`src/rtl/flag_pkg.sv`:
```
// ============================================================================
//  Module   : flag_pkg
//  Brief    : Shared flag bit indices, default width and flag vector type.
//  Revision : 1.0
// ============================================================================
`default_nettype none

package flag_pkg;

    localparam int NUM_FLAGS_DEF = 3;

    localparam int FLAG_N = 2;
    localparam int FLAG_Z = 1;
    localparam int FLAG_V = 0;

    typedef logic [NUM_FLAGS_DEF-1:0] flags_t;

endpackage

`default_nettype wire

```
`src/rtl/flag_stack.sv`:
```
// ============================================================================
//  Module   : flag_stack
//  Brief    : LIFO of flag snapshots with push, pop and swap plus occupancy.
//  Revision : 1.0
// ============================================================================
`default_nettype none

module flag_stack
    import flag_pkg::*;
#(
    parameter  int WIDTH = NUM_FLAGS_DEF,
    parameter  int DEPTH = 4,
    localparam int CNT_W = $clog2(DEPTH + 1),
    localparam int IDX_W = $clog2(DEPTH)
) (
    input  logic             clk,
    input  logic             rst_n,
    input  logic             push,
    input  logic             pop,
    input  logic [WIDTH-1:0] din,
    output logic [WIDTH-1:0] top,
    output logic             restore,
    output logic             op_err,
    output logic [CNT_W-1:0] cnt,
    output logic             full,
    output logic             empty
);

    logic [CNT_W-1:0] cnt_q;
    logic [CNT_W-1:0] cnt_d;
    logic [WIDTH-1:0] mem_q [DEPTH];
    logic [WIDTH-1:0] mem_d [DEPTH];

    logic [IDX_W-1:0] top_idx;
    logic [IDX_W-1:0] wr_idx;
    logic             do_push;
    logic             do_pop;
    logic             do_swap;

    assign full    = (cnt_q == CNT_W'(DEPTH));
    assign empty   = (cnt_q == '0);
    assign cnt     = cnt_q;

    // Index arithmetic only matters while the matching operation is legal.
    assign top_idx = IDX_W'(cnt_q - CNT_W'(1));
    assign wr_idx  = IDX_W'(cnt_q);

    assign do_push = push && !pop && !full;
    assign do_pop  = pop && !push && !empty;
    assign do_swap = push && pop && !empty;

    assign restore = do_pop || do_swap;
    assign op_err  = (push && !pop && full) || (pop && empty);
    assign top     = mem_q[top_idx];

    always_comb begin
        cnt_d = cnt_q;
        mem_d = mem_q;
        if (do_push) begin
            cnt_d         = cnt_q + CNT_W'(1);
            mem_d[wr_idx] = din;
        end else if (do_pop) begin
            cnt_d = cnt_q - CNT_W'(1);
        end else if (do_swap) begin
            mem_d[top_idx] = din;
        end
    end

    always_ff @(posedge clk or negedge rst_n) begin
        if (!rst_n) begin
            cnt_q <= '0;
        end else begin
            cnt_q <= cnt_d;
        end
    end

    // Slots at or above the count are never read, so storage needs no reset.
    always_ff @(posedge clk) begin
        mem_q <= mem_d;
    end

endmodule

`default_nettype wire

```
`src/rtl/flag_file.sv`:
```
// ============================================================================
//  Module   : flag_file
//  Brief    : Condition-flag register with masked writes, save/restore stack
//             and sticky stack error. Option macro: FLAG_FILE_FWD_EN.
//  Revision : 1.0
// ============================================================================
`default_nettype none

module flag_file
    import flag_pkg::*;
#(
    parameter int NUM_FLAGS   = NUM_FLAGS_DEF,
    parameter int STACK_DEPTH = 4
) (
    input  logic                               clk,
    input  logic                               rst_n,
    input  logic [NUM_FLAGS-1:0]               flags_in,
    input  logic [NUM_FLAGS-1:0]               flag_we,
    input  logic                               push,
    input  logic                               pop,
    input  logic                               err_clr,
    output logic [NUM_FLAGS-1:0]               flags_out,
    output logic [$clog2(STACK_DEPTH+1)-1:0]   stack_cnt,
    output logic                               stack_full,
    output logic                               stack_empty,
    output logic                               stack_err
);

    logic [NUM_FLAGS-1:0] flag_q;
    logic [NUM_FLAGS-1:0] flag_d;
    logic                 err_q;
    logic                 err_d;

    logic [NUM_FLAGS-1:0] stack_top;
    logic                 restore;
    logic                 op_err;

    flag_stack #(
        .WIDTH (NUM_FLAGS),
        .DEPTH (STACK_DEPTH)
    ) u_stack (
        .clk     (clk),
        .rst_n   (rst_n),
        .push    (push),
        .pop     (pop),
        .din     (flag_q),
        .top     (stack_top),
        .restore (restore),
        .op_err  (op_err),
        .cnt     (stack_cnt),
        .full    (stack_full),
        .empty   (stack_empty)
    );

    always_comb begin
        flag_d = flag_q;
        err_d  = err_q;
        if (restore) begin
            flag_d = stack_top;
        end else begin
            flag_d = (flag_q & ~flag_we) | (flags_in & flag_we);
        end
        if (err_clr) begin
            err_d = 1'b0;
        end
        if (op_err) begin
            err_d = 1'b1;
        end
    end

    always_ff @(posedge clk or negedge rst_n) begin
        if (!rst_n) begin
            flag_q <= '0;
            err_q  <= 1'b0;
        end else begin
            flag_q <= flag_d;
            err_q  <= err_d;
        end
    end

    assign stack_err = err_q;

    generate
        for (genvar i = 0; i < NUM_FLAGS; i++) begin : g_out
`ifdef FLAG_FILE_FWD_EN
            // Bypass is gated by rst_n so outputs read zero throughout reset.
            assign flags_out[i] = (rst_n && flag_we[i] && !restore) ? flags_in[i] : flag_q[i];
`else
            assign flags_out[i] = flag_q[i];
`endif
        end
    endgenerate

endmodule

`default_nettype wire

```
`config.mk`:
```
export PLATFORM = sky130hd
export DESIGN_NAME = flag_file
export DESIGN_NICKNAME = d
export VERILOG_FILES = /design/src/rtl/flag_pkg.sv /design/src/rtl/flag_stack.sv /design/src/rtl/flag_file.sv
export SDC_FILE = /design/constraint.sdc
export NUM_CORES = 1
export LEC_CHECK = 0
export ABC_AREA = 1
export CAP_MARGIN = 20
export CORE_ASPECT_RATIO = 0.7
export CORE_MARGIN = 2
export CORE_UTILIZATION = 35
export CTS_CLUSTER_SIZE = 24
export DETAILED_ROUTE_END_ITERATION = 16
export PLACE_DENSITY = 0.54
export SLEW_MARGIN = 20
export SYNTH_ARGS = -nofsm -noshare
export SYNTH_HDL_FRONTEND = slang
export SYNTH_SLANG_ARGS = --single-unit
```
`constraint.sdc`:
```
create_clock -name clk -period 2.94 [get_ports clk]
set_input_delay 0.588 -clock clk [delete_from_list [all_inputs] [get_ports clk]]
set_output_delay 0.588 -clock clk [all_outputs]
set_load 0.005 [all_outputs]
```
### After elaboration in Yosys (flattened, before gate mapping)

Index checks and enable logic that the tools add are counted.

| operators by class | value |
|---|---|
| $add $sub $neg | 2 |
| multiply operators | 0 |
| div/mod/pow operators | 0 |
| $lt $le $gt $ge | 4 |
| eq/ne operators | 2 |
| shift-type cells | 0 |
| multiplexer cells | 17 |
| bitwise operators | 6 |
| reduce and logical (&&, ||, !) cells | 21 |

Operators with widths:

| operator | number |
|---|---|
| 12-bit 2-to-1 mux | 3 |
| 12-bit bitwise mux | 2 |
| 3-bit 2-to-1 mux | 7 |
| 3-bit demux with 2-bit select | 2 |
| 1-bit logical AND | 10 |
| 3-bit AND | 2 |
| 3-bit binary-select mux with 2-bit select | 1 |
| 3-bit >= comparator (second input constant) | 2 |
| 3-bit by 1-bit < comparator with 1-bit output (second input constant) | 2 |
| 2-bit inverter with 3-bit output | 2 |
| 2-bit nonzero test | 3 |
| 1-bit logical NOT | 4 |
| 3-bit by 1-bit adder with 3-bit output (second input constant) | 1 |
| 3-bit == test (second input constant) | 1 |
| 3-bit logical NOT | 1 |
| 3-bit inverter | 1 |
| 3-bit OR | 1 |
| 3-bit by 1-bit subtractor with 3-bit output (second input constant) | 1 |
| 1-bit logical OR | 2 |
| 1-bit 2-to-1 mux | 2 |
| 2-bit by 1-bit inequality test with 1-bit output (second input constant) | 1 |
| 2-bit AND reduction | 1 |

| storage, ports and cells | value |
|---|---|
| register bits after elaboration | 19 |
| latch bits | 0 |
| bits in writable memories | 0 |
| memory bits (read-only) | 0 |
| bits of input ports | 11 |
| output and inout port bits | 9 |
| logic and storage cells | 59 |
| memories | 0 |

### Depth between registers and ports, before layout

Gate-level depths: netlist of run 1.

| logic depth | value |
|---|---|
| depth after elaboration | 10 |
| mapped depth | 10 |
| mapped depth without buffers | 9 |

### Cells and area by module

From an unflattened synthesis of run 1, not the netlist that was laid out.

| unflattened totals | value |
|---|---|
| cell total of the unflattened synthesis | 132 |
| area total of the unflattened synthesis | 1092.3 um2 |

By module, submodules not included:

| module | instances | cells each | area each (um2) | sequential area each (um2) |
|---|---|---|---|---|
| flag_stack | 1 | 110 | 913.4 | 435.4 |
| flag_file | 1 | 22 | 178.9 | 100.1 |

### Worst setup path before layout of run 1

No wires, ideal clock.

| path | value |
|---|---|
| path type | register -> register |
| start point | reg u_stack.cnt_q[0], in the netlist u_stack.cnt[0] |
| end point | reg u_stack.mem_q[6] in the netlist's numbering, enable pin |
| library setup time | 319 ps |
| data arrival time | 1623 ps |
| data required time | 2621 ps |
| slack | 998 ps |
| stages on the path, launching flop included | 9 |
| path buffers | 1 |
| clock period less this slack | 1942 ps |
| path through | dfrtp_1 > buf_4 > clkinv_1 > ha_1 > nand2_2 > inv_2 > nor2_2 > o21ai_2 > nor2_1 |

| between the ends | value |
|---|---|
| longest elaborated chain between the ends | 5 |
| elaborated cells between the ends (all ways) | 10 |
| those cells by class | 2 x eq/ne; 8 x reduce/logical |

RTL lines:

| item | RTL line | RTL |
|---|---|---|
| start, declared | flag_stack.sv:29 | `logic [CNT_W-1:0] cnt_q;` |
| start signal, assigned | flag_stack.sv:73 | `cnt_q <= cnt_d;` |
| 3-bit == test (*) | flag_stack.sv:40 | `assign full = (cnt_q == CNT_W'(DEPTH));` |
| named net stack_full | flag_file.sv:24 | `output logic stack_full,` |
| 1-bit logical NOT (*) | flag_stack.sv:48 | `assign do_push = push && !pop && !full;` |
| 1-bit logical AND (*) | flag_stack.sv:48 |  |
| 2-bit by 1-bit inequality test with 1-bit output (no line) or 2-bit nonzero test (tied branches) | - |  |
| 2-bit AND reduction (no line) (*) | - |  |
| end signal, assigned | flag_stack.sv:79 | `mem_q <= mem_d;` |
| end, declared | flag_stack.sv:31 | `logic [WIDTH-1:0] mem_q [DEPTH];` |

Mark *: on every way through the listed nets, which the timed path passes. The rest lies on a longest branch.
A chain may end at the register's enable or synchronous reset.

### Worst setup path after layout of run 1

| path | value |
|---|---|
| start point | reg u_stack.cnt_q[0], in the netlist u_stack.cnt[0] |
| end point | out stack_full |

| between the ends | value |
|---|---|
| longest elaborated chain between the ends | 1 |

RTL lines:

| item | RTL line |
|---|---|
| 3-bit == test | flag_stack.sv:40 |
| end, declared | flag_file.sv:24 |

Every way passes these cells.

==> results of run 1 <==
-- layout by cell type, fill, tap and decap left out, drive strengths merged --
cell type      count
clkbuf             3
nand3             12
dfrtp              7
nor2              20
edfxtp            12
clkinv             2
o21ai             10
o221ai             1
nand2             45
ha                 6
clkdlybuf4s50     19
inv               20
-- per-layer routing --
metal	part of all wire, %	vias to the layer above	global-route usage, %
met5	0	-	0
met4	0.62	0	2.83
met3	5.4	4	4.54
met2	41	20	22.1
met1	53	392	22.2
li1	-	467	-
-- worst min-delay path by stage --
| stage | from | end | slack [ns] | cells past startpoint |
|---|---|---|---|---|
| after CTS | stack_err | stack_err | 0.60 | 2 |
| final | stack_err | stack_err | 0.60 | 2 |
| after detailed placement | stack_err | stack_err | 0.59 | 2 |
| after floorplan | rst_n | async pin | 0.29 | 0 |
| after global routing | stack_err | stack_err | 0.61 | 2 |
| after global placement | stack_err | stack_err | 0.57 | 2 |
-- cell type report --
type | count | area, sq um | area share [%]
Clock inverter | 1 | 5.00 | 0.362
Sequential cell | 19 | 536 | 38.8
Multi-Input combinational cell | 94 | 483 | 35.0
Tap cell | 38 | 47.5 | 3.44
Inverter | 21 | 78.8 | 5.71
Timing Repair Buffer | 19 | 190 | 13.8
Clock buffer | 3 | 41.3 | 2.99
-- logic make-up (layout without fill, tap and decap cells) --
| logic type | count (synthesis) | after routing | share of synthesized area (%) |
|---|---|---|---|
| adder cells (fa/ha/maj) | 6 | 6 | 6.79 |
| AND/OR/NAND/NOR | 77 | 77 | 30.2 |
| buffers and inverters | 22 | 44 | 7.81 |
| flip-flops | 19 | 19 | 48.5 |
| AO/OA/AOI/OAI | 11 | 11 | 6.68 |
-- worst max-delay path, cell delays in order (launching register included) --
cell and delay (ns):
dfrtp_1 0.55, clkinv_1 0.35, ha_1 0.37, nand2_2 0.13, inv_2 0.06, clkdlybuf4s50_1 0.44
-- metrics by stage --
stage               util [%]  total power [mW]  setup WS, ns
global placement        43.3              1.13         0.575
global route            44.8              1.44       0.00116
CTS                     44.8              1.33         0.204
finish                  44.8              1.32         0.187
detailed placement      43.3              1.14         0.500
floorplan                  -             0.889         0.998
-- power by group --
group | total, mW | internal (mW) | leakage (nW) | switching, mW
registers | 0.470 | 0.395 | 0.198 | 0.0751
logic | 0.664 | 0.278 | 0.410 | 0.386
clock network | 0.181 | 0.0943 | 0.0255 | 0.0872
==> impl_metrics.tcl, run 1 <==
set metrics [dict create \
    post_cts_buffers 0 \
    finalSetupTns_ns 0 \
    wl_microns 2440 \
    cp-startpoint "u_stack.cnt[0]" \
    cts.repair.resized 0 \
    syn_avg_cell_area_sq_um 8.18 \
    yosys_warnings 0 \
    dp_hpwl_microns 2010 \
    worstPathArrival_ns 2.16 \
    r2r_slack_ns 0.66 \
    cap_viol_max_count 0 \
    hold_violations 0 \
    rows 17 \
    grt_pass1_wl_microns 4100 \
    relSlewSlack_pct 73.7 \
    synth_commonest_cells "42 x nand2_1, 17 x inv_1, 17 x nor2_1, 12 x edfxtp_1, 11 x nand3_1" \
    irDropWorstVdd_mv 0.387 \
    synthArstFlopShare_pct 36.8 \
    h-tree-depth 1 \
    drive_gt1_share_pct 11.5 \
    wl_per_cell_microns 12.5 \
    drv_slew 0 \
    fp.dieW_microns 71.2 \
    period_minus_slack_ns 2.75 \
    cts-root-buf "clkbuf_8" \
    synth_area_sq_um 1100 \
    grt_max_degree 13 \
    cts_tree "yes" \
    min_period_over_period_pct 93.6 \
    core_area_sq_um 3080 \
    r2r.worst_path.cells 7 \
    whs_ns 0.598 \
    final_area_sq_um 1380 \
    syn2layout_area_growth_pct 25.0 \
    antenna_left 0 \
    power.density_nw_per_um2 953 \
    post-route-drc-count 0 \
    insertion_delay_ns 0.26 \
    setup_viol_count_final 0 \
    grt.total_usage_pct 15.1 \
    r2r_end "u_stack.mem_q[8]" \
    hold_path_class "reg -> reg" \
    gr-total-overflow 0 \
    io_buffers 19 \
    drt-pass1-iter-count 4 \
    fp.dieH_microns 51.0 \
    finClkSkew_ns 0.00359 \
    status "finished, final reports clean" \
    fmax_mhz 363 \
    hold_buffers 0 \
    diodes 0 \
    clk_pin_slew_ns 0.07 \
    start_kind "flop" \
    syn_nets 152 \
    ios 20 \
    fin_cells 195 \
    nNetsFinal 175 \
    rsz0062_at_grt "no" \
    fillers 308 \
    synth_edf_count 12 \
    start_util_pct 35.8 \
    viasPerCell 4.53 \
    p_leak_nw 0.634 \
    place_area_sq_um 1340 \
    vias 883 \
    yosys-top-cells-area "edfxtp_1 33%, dfrtp_1 16%, nand2_1 14%" \
    cts.sinks 19 \
    syn_inst 135 \
    synthDistinctLibCells 18 \
    rr_startpoint "u_stack.cnt[0]" \
    synth_top_area_share_pct 32.6 \
    place_inst 191 \
    synth_flop_cell "edfxtp_1" \
    cts_max_path_buffers 2 \
    synth_largest_area_cell "edfxtp_1" \
    synth_seq_cells 19 \
    cp_max_fo 12 \
    antenna_found_initial 0 \
    worst_setup_path_end_kind "primary output" \
    worst_ep_required_time_ns 2.35 \
    drt_iter0_markers 24 \
    ys_seq_area_share_pct 48.5 \
    grt_pass1_vias 869 \
    crit_end "stack_full" \
    critPathKind "reg -> out" \
    cts_buffers 3 \
    die-area_sq_um 3630 \
    gp_congestion 0.856 \
    yosysMostFrequentCell "nand2_1" \
    max_slew.worst_pin.slew_ns 0.393 \
]
Power figures use the tool's default switching activity.
==> run 2, diff against run 1 <==
Settings changed: MAX_ROUTING_LAYER set to met4.
Clock period 2.94 ns to 2.79 ns, I/O delays scaled along.
==> impl_metrics.tcl, run 2 (synthesis gave the netlist of run 1 again) <==
set metrics [dict create \
    setup_ws_ns 0.339 \
    grt.total_usage_pct 14.8 \
    grt_pass1_wl_microns 3860 \
    max_slew.worst_pin.slew_ns 0.396 \
    crit_path_max_incr_delay_ns 0.53 \
    final_area_sq_um 1390 \
    rows 17 \
    core_area_sq_um 3080 \
    layout_commonest_cell "nand2_1" \
    h-tree-depth 1 \
    cp_max_fo 12 \
    nNetsFinal 176 \
    die-area_sq_um 3630 \
    finalSetupTns_ns 0 \
    worst_ep_required_time_ns 2.23 \
    worstPathArrival_ns 1.89 \
    antenna_left 0 \
    switching_share_pct 41.1 \
    rr_startpoint "u_stack.cnt[0]" \
    drt_iter0_markers 75 \
    switchingPower_mw 0.571 \
    fp.dieH_microns 51.0 \
    r2r.worst_path.cells 7 \
    critPathKind "reg -> out" \
    place_ws_ns 0.614 \
    fin_cells 196 \
    crit_end "stack_empty" \
    whs_ns 0.590 \
    worst_setup_path_end_kind "primary output" \
    ios 20 \
    p_clk_share_pct 13.5 \
    fmax_mhz 408 \
    fillers 312 \
    cap_viol_max_count 0 \
    cts_tree "yes" \
    min_period_over_period_pct 87.8 \
    hold_buffers 0 \
    crit_slowest_cell "clkdlybuf4s50_1" \
    hold_path_class "in -> async" \
    place_area_sq_um 1340 \
    pwr-share-seq_pct 35.6 \
    cts.sinks 19 \
    drive_gt1_share_pct 11.4 \
    crit_chain "clkinv_1 -> ha_1 -> inv_1 -> nor2_1 -> clkdlybuf4s50_1" \
    irDropWorstVdd_mv 0.459 \
    post-route-drc-count 0 \
    start_kind "flop" \
    wl_per_cell_microns 12.1 \
    hold_violations 0 \
    start_util_pct 35.8 \
    grt_pass1_vias 826 \
    cts_max_path_buffers 2 \
    worstSetupPathDepth 5 \
    antenna_found_initial 0 \
    cellInternalPower_mw 0.819 \
    io_buffers 19 \
    insertion_delay_ns 0.25 \
    r2r_slack_ns 0.85 \
    globalRouteMet1Util_pct 21.0 \
    cp-startpoint "u_stack.cnt[0]" \
    status "finished, final reports clean" \
    met2_usage_pct 20.4 \
    r2r_end "u_stack.mem_q[7]" \
    setup_viol_count_final 0 \
    cts.repair.resized 0 \
    cts_buffers 3 \
    dp_hpwl_microns 1950 \
    critPathBufInv 3 \
    rsz0062_at_grt "no" \
    relSlewSlack_pct 73.5 \
    place_inst 192 \
    fp.dieW_microns 71.2 \
    drv_slew 0 \
    p_leak_nw 0.636 \
    finClkSkew_ns 0.00461 \
    clk_pin_slew_ns 0.07 \
    cp_top_family "buffers and inverters" \
    gr-total-overflow 0 \
    wl_microns 2380 \
    p_comb_share_pct 50.9 \
    final_cell_mix "42 x nand2_1, 19 x clkdlybuf4s50_1, 17 x inv_1, 17 x nor2_1, 12 x edfxtp_1" \
    period_minus_slack_ns 2.45 \
    use_met3_pct 4.73 \
    power.density_nw_per_um2 1000 \
    drt-pass1-iter-count 4 \
    cts-root-buf "clkbuf_8" \
    diodes 0 \
    viasPerCell 4.49 \
    post_cts_buffers 0 \
    syn2layout_area_growth_pct 25.6 \
    grt-busiest-layer "met1" \
    gp_congestion 0.797 \
    vias 881 \
    grt_max_degree 13 \
]
run 2: changes by cell type in the layout (fill, tap and decap cells not counted), sizes merged:
cell    previous run  this run
clkbuf             3         4
buf                0         1
clkinv             2         1
run 2: worst min path at each step:
stage                endpoint  slack (ns)  depth (start not counted)
5_1_grt        u_stack.cnt[1]        0.61                          1
3_3_place_gp             flop        0.58                          4
6_report            async pin        0.59                          1
2_1_floorplan       async pin        0.26                          0
4_1_cts             async pin        0.60                          1
3_5_place_dp             flop        0.60                          4
run 2: routing by layer:
metal / up-vias / share of wire, %
met5: - / 0
met4: 0 / 0
met2: 19 / 40
met3: 0 / 5.1
li1: 472 / -
met1: 390 / 54
run 2: layout make-up:
class | instances | area (sq um) | share of cell area, %
clock buffer | 4 | 45.0 | 3.25
multi-input combinational | 94 | 483 | 34.8
sequential | 19 | 536 | 38.6
timing repair buffer | 20 | 198 | 14.2
inverter | 21 | 78.8 | 5.68
tap | 38 | 47.5 | 3.43
run 2: worst reg2reg max path, stage by stage (launching register included):
cell and delay (ns):
dfrtp_1 0.56, clkinv_1 0.16, ha_1 0.28, nand2_2 0.12, inv_2 0.06, nor2_2 0.17
o21ai_2 0.10, nor2_1 0.20
run 2: power groups by stage:
stage          sequential [mW]  combinational (mW)  clock [mW]
3_3_place_gp             0.496               0.720           0
4_1_cts                  0.496               0.713       0.200
3_5_place_dp             0.502               0.710           0
2_1_floorplan            0.479               0.458           0
6_report                 0.495               0.708       0.188
5_1_grt                  0.506               0.806       0.213
run 2: through the flow:
| stage | utilization (%) | power [mW] |
|---|---|---|
| after floorplan | - | 0.937 |
| after global placement | 43.5 | 1.22 |
| after detailed placement | 43.5 | 1.21 |
| after CTS | 45.0 | 1.41 |
| after global routing | 45.0 | 1.53 |
| final | 45.0 | 1.39 |
==> patch: new RTL, settings of run 2 <==
The parameter `STACK_DEPTH` goes from 4 to 8.
--- a/src/rtl/flag_file.sv
+++ b/src/rtl/flag_file.sv
@@ -11,5 +11,5 @@
 #(
     parameter int NUM_FLAGS   = NUM_FLAGS_DEF,
-    parameter int STACK_DEPTH = 4
+    parameter int STACK_DEPTH = 8
 ) (
     input  logic                               clk,
Ports: changed (resized stack_cnt); port bits go from 20 to 21. No check against the original RTL was run, so the function may have changed too.
==> patch against run 2 <==
- total power increased by 79%
- sequential cell count grew 13
- critical path depth unchanged
- worst hold slack worse by 22 ps
- routed wire length grew 76%
- synthesized area up 73%
- non-clock buffer count up 2
- highest routed layer is now met4
- setup slack worse by 93 ps
- design area grew 61%
- utilization shrank 2.4 points
==> patch: results <==
{
  "fin_skew_ps": 4.08,
  "status": "finished, final reports clean",
  "synth_cell_types": 29,
  "synth_compound_area_share_pct": 8.04,
  "synth.area.top_cells": "edfxtp_1, nand2_1, dfrtp_1",
  "wl_per_cell_um": 12.6,
  "synth_xor_area_share_pct": 0.916,
  "drive_above_1_share_pct": 12.2,
  "cts_max_level": 2,
  "cts_buffers": 5,
  "cp_slowest_stage_delay_ps": 500,
  "synthAdderAreaFrac_pct": 1.31,
  "clk_latency_ps": 280,
  "grt_pass1_wl_mm": 6.98,
  "drt-initial-drc-count": 103,
  "vias_per_cell": 4.50,
  "leakagePower_nw": 1.01,
  "nFillCells": 545,
  "num_vias": 1504,
  "dp_hpwl_mm": 3.13,
  "placed_cell_area_sq_um": 2160,
  "powerSeq_w": 0.000765,
  "ys_seq_area_share_pct": 48.1,
  "place_inst": 326,
  "comb_cell_power_w": 0.00138,
  "grt_pass1_vias": 1406,
  "synth-edff-count": 24,
  "syn_inst": 239,
  "maxSlewHeadroom_pct": 73.2
}
[patch: changes by cell type in the layout (fill, tap and decap cells not counted), sizes merged, moves of 4 or more]
| cell | change |
|---|---|
| nand2 | +51 |
| o31ai | +5 |
| ha | -4 |
| inv | +8 |
| edfxtp | +12 |
| nor2 | +15 |
[patch: cell type report]
type,count,area [sq um],area share (%)
Sequential cell,32,921,41.1
Timing Repair Buffer,22,215,9.61
Tap cell,72,90.1,4.02
Multi-Input combinational cell,169,807,36.1
Inverter,31,124,5.53
Clock buffer,7,76.3,3.41
Clock inverter,1,5.00,0.224
[patch: metrics by stage]
stage	total power, W	utilization, %	hold WS, ps
2_1_floorplan	0.00174	-	262
3_3_place_gp	0.00217	41.0	561
3_5_place_dp	0.00216	41.0	550
4_1_cts	0.00250	42.6	568
5_1_grt	0.00271	42.6	605
6_report	0.00249	42.6	568
[patch: layer usage]
metal	share of wire (%)	GRT usage, %
met4	1.0	3.92
met5	0	-
met1	55	23.0
met3	3.0	3.42
met2	40	21.8
[patch: path summary, 6_finish.rpt]
check                                      startpoint                          to  slack [ps]  cells past startpoint
min reg2reg                u_stack.cnt[3]$_DFFE_PN0P_  u_stack.cnt[3]$_DFFE_PN0P_         570                      2
min                                             rst_n  asynchronous set/reset pin         570                      1
min in group clk           u_stack.cnt[3]$_DFFE_PN0P_  u_stack.cnt[3]$_DFFE_PN0P_         570                      2
max                        u_stack.cnt[1]$_DFFE_PN0P_                  stack_full         250                      5
max reg2reg                u_stack.cnt[1]$_DFFE_PN0P_  u_stack.mem_q[1]$_DFFE_PP_         520                      7
max in group asynchronous                       rst_n  u_stack.cnt[0]$_DFFE_PN0P_        1940                      1
[patch: critical path, delay by kind of cell (launching register included)]
kind          cells  cell delay, ps
buf+inv           3             780
simple gates      1             150
fa+ha+maj         1             320
flops             1             450
